**src/rtl/wb_arbiter.sv**
```systemverilog
// Register-file writeback arbiter. It chooses between an ALU port and an LSU port,
// with LSU starvation relief, and keeps a pending-load scoreboard that stalls decode.
module wb_arbiter #(
  parameter int DATA_WIDTH = 32,
  parameter int STARVE_MAX = 3
) (
  input  logic                  clk,
  input  logic                  rst,
  input  logic                  alu_valid,
  input  logic [4:0]            alu_rd,
  input  logic [DATA_WIDTH-1:0] alu_data,
  output logic                  alu_ready,
  input  logic                  lsu_valid,
  input  logic [4:0]            lsu_rd,
  input  logic [DATA_WIDTH-1:0] lsu_data,
  output logic                  lsu_ready,
  input  logic                  issue_valid,
  input  logic                  issue_long,
  input  logic [4:0]            issue_rd,
  input  logic [4:0]            issue_rs1,
  input  logic [4:0]            issue_rs2,
  output logic                  stall,
  output logic                  RegWrite,
  output logic [4:0]            write_addr,
  output logic [DATA_WIDTH-1:0] write_data,
  output logic                  wb_err
);

  localparam logic [1:0] SMAX = 2'(STARVE_MAX);

  logic [1:0]            starve_cnt;
  logic [31:0]           pending;
  logic [31:0]           set_vec, clr_vec;
  logic                  force_lsu, alu_gnt, lsu_gnt, hit;
  logic                  gnt, gnt_we;
  logic [4:0]            gnt_rd;
  logic [DATA_WIDTH-1:0] gnt_data;

  always_comb begin
    force_lsu = lsu_valid && (starve_cnt == SMAX);
    // Grants and stall are gated by rst so that they read 0 while reset is held.
    alu_gnt   = rst && alu_valid && !force_lsu;
    lsu_gnt   = rst && lsu_valid && !alu_gnt;
    hit       = pending[issue_rs1] | pending[issue_rs2] | pending[issue_rd];
    stall     = rst && issue_valid && hit;

    gnt      = alu_gnt || lsu_gnt;
    gnt_rd   = alu_gnt ? alu_rd   : lsu_rd;
    gnt_data = alu_gnt ? alu_data : lsu_data;
    gnt_we   = gnt && (gnt_rd != 5'd0);

    set_vec = '0;
    if (issue_valid && issue_long && (issue_rd != 5'd0) && !stall)
      set_vec[issue_rd] = 1'b1;
    clr_vec = '0;
    if (lsu_gnt && (lsu_rd != 5'd0))
      clr_vec[lsu_rd] = 1'b1;
  end

  assign alu_ready = alu_gnt;
  assign lsu_ready = lsu_gnt;

  always_ff @(posedge clk or negedge rst) begin
    if (!rst) begin
      RegWrite   <= 1'b0;
      write_addr <= '0;
      write_data <= '0;
      pending    <= '0;
      starve_cnt <= '0;
      wb_err     <= 1'b0;
    end else begin
      // rd==0 is accepted but leaves the write port untouched.
      RegWrite <= gnt_we;
      if (gnt_we) begin
        write_addr <= gnt_rd;
        write_data <= gnt_data;
      end
      // Clear first and then set, so a load issuing to the same rd keeps its reservation.
      pending <= (pending & ~clr_vec) | set_vec;
      if (lsu_gnt && (lsu_rd != 5'd0) && !pending[lsu_rd])
        wb_err <= 1'b1;
      if (lsu_gnt)
        starve_cnt <= '0;
      else if (lsu_valid && alu_gnt && (starve_cnt != SMAX))
        starve_cnt <= starve_cnt + 2'd1;
    end
  end

endmodule

```
**config.mk**
```make
export PLATFORM = sky130hd
export DESIGN_NAME = wb_arbiter
export DESIGN_NICKNAME = d
export VERILOG_FILES = /design/src/rtl/wb_arbiter.sv
export SDC_FILE = /design/constraint.sdc
export NUM_CORES = 1
export LEC_CHECK = 0
export CORE_MARGIN = 5
export CORE_UTILIZATION = 50
export DETAILED_ROUTE_END_ITERATION = 12
export GPL_TIMING_DRIVEN = 0
export PLACE_DENSITY = 0.82
export SYNTH_ARGS = -nofsm -noshare
export SYNTH_HDL_FRONTEND = slang
export SYNTH_SLANG_ARGS = --single-unit
```
**constraint.sdc**
```tcl
create_clock -name clk -period 13.6 [get_ports clk]
set_clock_uncertainty 0.1 [all_clocks]
set_input_delay 4.08 -clock clk [delete_from_list [all_inputs] [get_ports clk]]
set_output_delay 4.08 -clock clk [all_outputs]
set_load 0.02 [all_outputs]
```
* Yosys cells after proc, flatten, opt, wreduce, memory -nomap -nowiden
Cells that the tools add are included.
Word-level totals: input bits 95, register bits after elaboration 73, output and inout port bits 42
Cells by class: bitwise operators 5, reductions and logical operators 26, muxes and demuxes 18, eq/ne operators 2, $lt $le $gt $ge 6, $add $sub $neg 1
Operators with widths (number):
- two-way mux 32 bit | 3
- AND 32 bit | 1
- inverter 32 bit | 1
- OR 32 bit | 1
- less-than comparator 5 x 6 -> 1 bit (second input constant) | 4
- binary-select mux 1 bit (select 5 bit) | 4
- logical AND 1 bit | 17
- nonzero test 5 bit | 3
- demux 1 bit (select 5 bit) | 2
- greater-or-equal comparator 5 x 1 -> 1 bit (second input constant) | 2
- two-way mux 1 bit | 6
- two-way mux 5 bit | 1
- logical NOT 1 bit | 4
- two-way mux 2 bit | 2
- adder 2 x 1 -> 2 bit (second input constant) | 1
- == test 2 bit (second input constant) | 1
- inequality test 2 bit (second input constant) | 1
- OR 1 bit | 2
- nonzero test 2 bit | 1
- logical OR 1 bit | 1

* Depth between registers and ports, before layout
word-level depth 11, depth in mapped cells 10, depth with buffers taken out 8

* Worst setup path after synthesis
OpenSTA, ideal clock, no wires.
path kind in2out, start point in issue_rs2[1], end point out stall, path buffers 3, stages on the path 9, data required time 9.420 ns, arrival time 5.908 ns, setup slack 3.512 ns, cells stage by stage buf_4 > buf_6 > mux2i_1 > a22o_1 > a2111oi_0 > a22oi_2 > nand2_2 > buf_6 > o211a_1
Between the ends: cells in the longest elaborated chain, start to end 5
RTL lines:
- from (decl) | line 21 | input logic [4:0] issue_rs2,
- binary-select mux 1 bit (select 5 bit) | line 44 | hit = pending[issue_rs1] | pending[issue_rs2] | pending[issue_rd];
- two-way mux 1 bit (not written as such) | line 44
- OR 1 bit (2 in a row) | line 44
- logical AND 1 bit | line 45 | stall = rst && issue_valid && hit;
- to (decl) | line 22 | output logic stall,
No other way between the ends. The select of a mux whose other input is x is not followed.

* Worst setup path after layout
start point in issue_rs2[3], end point out stall
Same word-level chain as after synthesis.

==> flow_summary.yaml <==
timing:
  maxSlewHeadroom_pct: 45.33
  fin_crit_sh_pct: 84.44
  rsz0062_at_grt: "no"
  setup_violations: 0
  whs_ns: 0.3886
  tns_ns: 0
  period_minus_slack_ns: 11.48
  finalHoldViolCount: 0
  tightest_slew_ns: 0.8201
  slew_viol_final: 0
  fmaxAchievable_ghz: 0.08708
detailed_routing:
  drcViolationCount: 0
  routed_via_density: 6.378
  drt_iter0_drc: 752
  wirelength_um: 19310
  vias: 5581
  wl_per_cell_um: 22.06
  dr.pass1.iters: 6
  ant_nets: 0
finish:
  final_cell_area_um2: 6785
  antenna_cells: 0
  areaGrowthSynthToFinish_pct: 33.90
  drive_gt1_share_pct: 8.221
  nets: 833
  layout_commonest_cell: "clkdlybuf4s50_1"
  fillers: 837
  most-common-layout-cells: "130 x clkdlybuf4s50_1, 110 x nand2_1, 73 x dfrtp_1"
critical_path:
  crit_type: "in -> out"
  arrival_ns: 7.30
  crit_buf_inv: 3
  critPathLaunchType: "input pin"
  cp.required_ns: 9.42
  crit_top_cell: "clkdlybuf4s50_1"
  critical_path.max_stage_delay_ns: 0.65
  crit_path_end_kind: "primary output"
  crit_chain: "clkdlybuf4s50_1 -> nor2b_1 -> a22o_1 -> a2111oi_0 -> a22oi_2 -> nand2_2 -> buf_6 -> o211a_1 -> clkdlybuf4s50_1"
  cp_slowest_cell: "clkdlybuf4s50_1"
  cpLargestDelayFamily: "buffers and inverters"
  path_max_fanout: 10
logic_synthesis:
  synth_xor_area_share_pct: 0
  yosysTopAreaCell: "dfrtp_1"
  synth.avg_cell_area_um2: 8.531
  synthAdderAreaFrac_pct: 0.2469
  yosysUniqueCellTypes: 54
  ys.flop_type: "dfrtp_1"
  ys_ff_latch: 73
  yosysSeqAreaShare_pct: 36.05
  synth_top_family_by_area: "simple AND/OR/NAND/NOR gates"
  syn_nets: 690
  synth_edf_count: 0
  synth_compound_area_share_pct: 22.10
  syn_inst: 594
  syn_area_um2: 5067
  synth_mux_area_share_pct: 12.44
  async_flop_share_pct: 100.0
  synth_area_leaders: "dfrtp_1 36%, mux2i_1 8.9%, nand2_1 8.1%"
  synthSimpleGateAreaFrac_pct: 22.62
  yosysWarnings: 0
  synth_top_area_share_pct: 36.05
cts:
  cts_setup_buffers: 0
  numCtsBuffers: 9
  cts_tree: "yes"
  worstSkewPairLatency_ns: 0.37
  cts.clk_slew.worst_paths_ns: 0.07
  cts-root-buf: "clkbuf_8"
  post_cts_resized: 0
  cts.sinks: 73
  htreeDepth: 3
  ctsLongestPathBuffers: 2
  cts_hold_buf: 0
floorplan:
  dieWidth_um: 110.7
  die-area_um2: 12250
  start_util_pct: 51.61
  fp.coreArea_um2: 9819
  io_pins: 137
  die_h_um: 110.7
  fp-row-count: 36
placement:
  dp_hpwl_um: 14280
  place_congestion: 0.9757
  io_buffers: 131
  placed_area_um2: 6570
job:
  drv_cap: 0
power_and_ir_drop:
  ir_worst_vdd_mv: 0.1035
  powerDensity_nw_per_um2: 115.3
  leakagePower_nw: 2.662
grt:
  grt_max_degree: 53
  grt_pass1_wl_um: 30800
  gr-total-overflow: 0
  grtUsageTotal_pct: 31.33
  antenna_found_initial: 0
  grt_pass1_vias: 5657
status:
  outcome: "completed"
worst_hold_path:
  hp-class: "reg -> reg"
## final timing paths
check	start	to	slack, ns	depth (start not counted)
max	issue_rs2[3]	stall	2.12	9
min	wb_err$_DFFE_PN0P_	wb_err$_DFFE_PN0P_	0.39	1
max reg2reg	pending[16]$_DFF_PN0_	pending[28]$_DFF_PN0_	10.81	7
min reg2reg	wb_err$_DFFE_PN0P_	wb_err$_DFFE_PN0P_	0.39	1
max in group asynchronous	rst	write_data[28]$_DFFE_PN0P_	9.33	2
min in group asynchronous	rst	write_data[5]$_DFFE_PN0P_	3.50	1
## flip-flops by register name, summed over array words and instances (netlist names)
register	cells
starve_cnt	2
write_addr	5
write_data	32
RegWrite	1
pending	32
wb_err	1
## where the power goes
group / internal, W / switching (W)
Combinational: 0.000132 / 0.000145
Sequential: 0.000257 / 0.0000618
Clock: 0.0000957 / 0.0000902
Total: 0.000485 / 0.000297
## cell families (layout without fill, tap and decap cells)
kind of cell,count (synthesis),count (layout)
compound gates,145,145
buf+inv,70,218
fa+ha+maj,1,1
mux,54,54
flops,73,73
simple gates,251,251
## cells in the mapped netlist (2+ instances only)
cell	count
inv_1	20
a32o_1	3
or3b_2	4
nor2b_1	13
o22ai_1	7
or4_1	2
a21oi_1	5
or3_1	2
nand4_1	19
nand3b_1	8
clkbuf_1	35
nor4_1	2
buf_4	2
nor3_1	7
a311oi_1	3
nor2_1	63
mux4_2	7
o41ai_2	13
nand2_1	110
mux2i_1	45
buf_2	6
dfrtp_1	73
buf_6	5
mux2_2	2
o211ai_1	3
a31oi_1	37
nand3_1	11
a22oi_1	34
nand2b_1	4
a2111oi_0	4
o21ai_0	21
o41ai_1	2
## stage by stage
stage / setup WS [ns] / std cells / utilization (%) / power, W
2_1_floorplan: 3.512 / 594 / - / 0.0004554
3_3_place_gp: 0.1496 / 858 / 66.65 / 0.0005830
3_5_place_dp: 2.210 / 859 / 66.91 / 0.0005900
4_1_cts: 2.179 / 875 / 69.10 / 0.0007746
5_1_grt: 1.999 / 875 / 69.10 / 0.0008172
6_report: 2.116 / 875 / 69.10 / 0.0007826
## cell type report
cell class	count	area (um^2)	area share [%]
Buffer	50	256.5	3.780
Clock buffer	11	151.4	2.231
Tap cell	133	166.4	2.453
Multi-Input combinational cell	451	2909	42.87
Timing Repair Buffer	132	1336	19.69
Inverter	20	75.07	1.106
Sequential cell	73	1827	26.92
Clock inverter	5	63.81	0.9404
## routing by layer
metal  vias to the layer above  global-route usage, %  part of all wire (%)  routed length (um)
met5                         -                      0                     0                   0
met4                         0                  13.79                   4.3                 826
li1                       2470                      -                     -                   -
met3                        86                  7.642                    10                1961
met1                      2682                  41.22                    39                7505
met2                       343                  49.03                    47                9012
No activity file was read; power rests on OpenSTA's default activity.
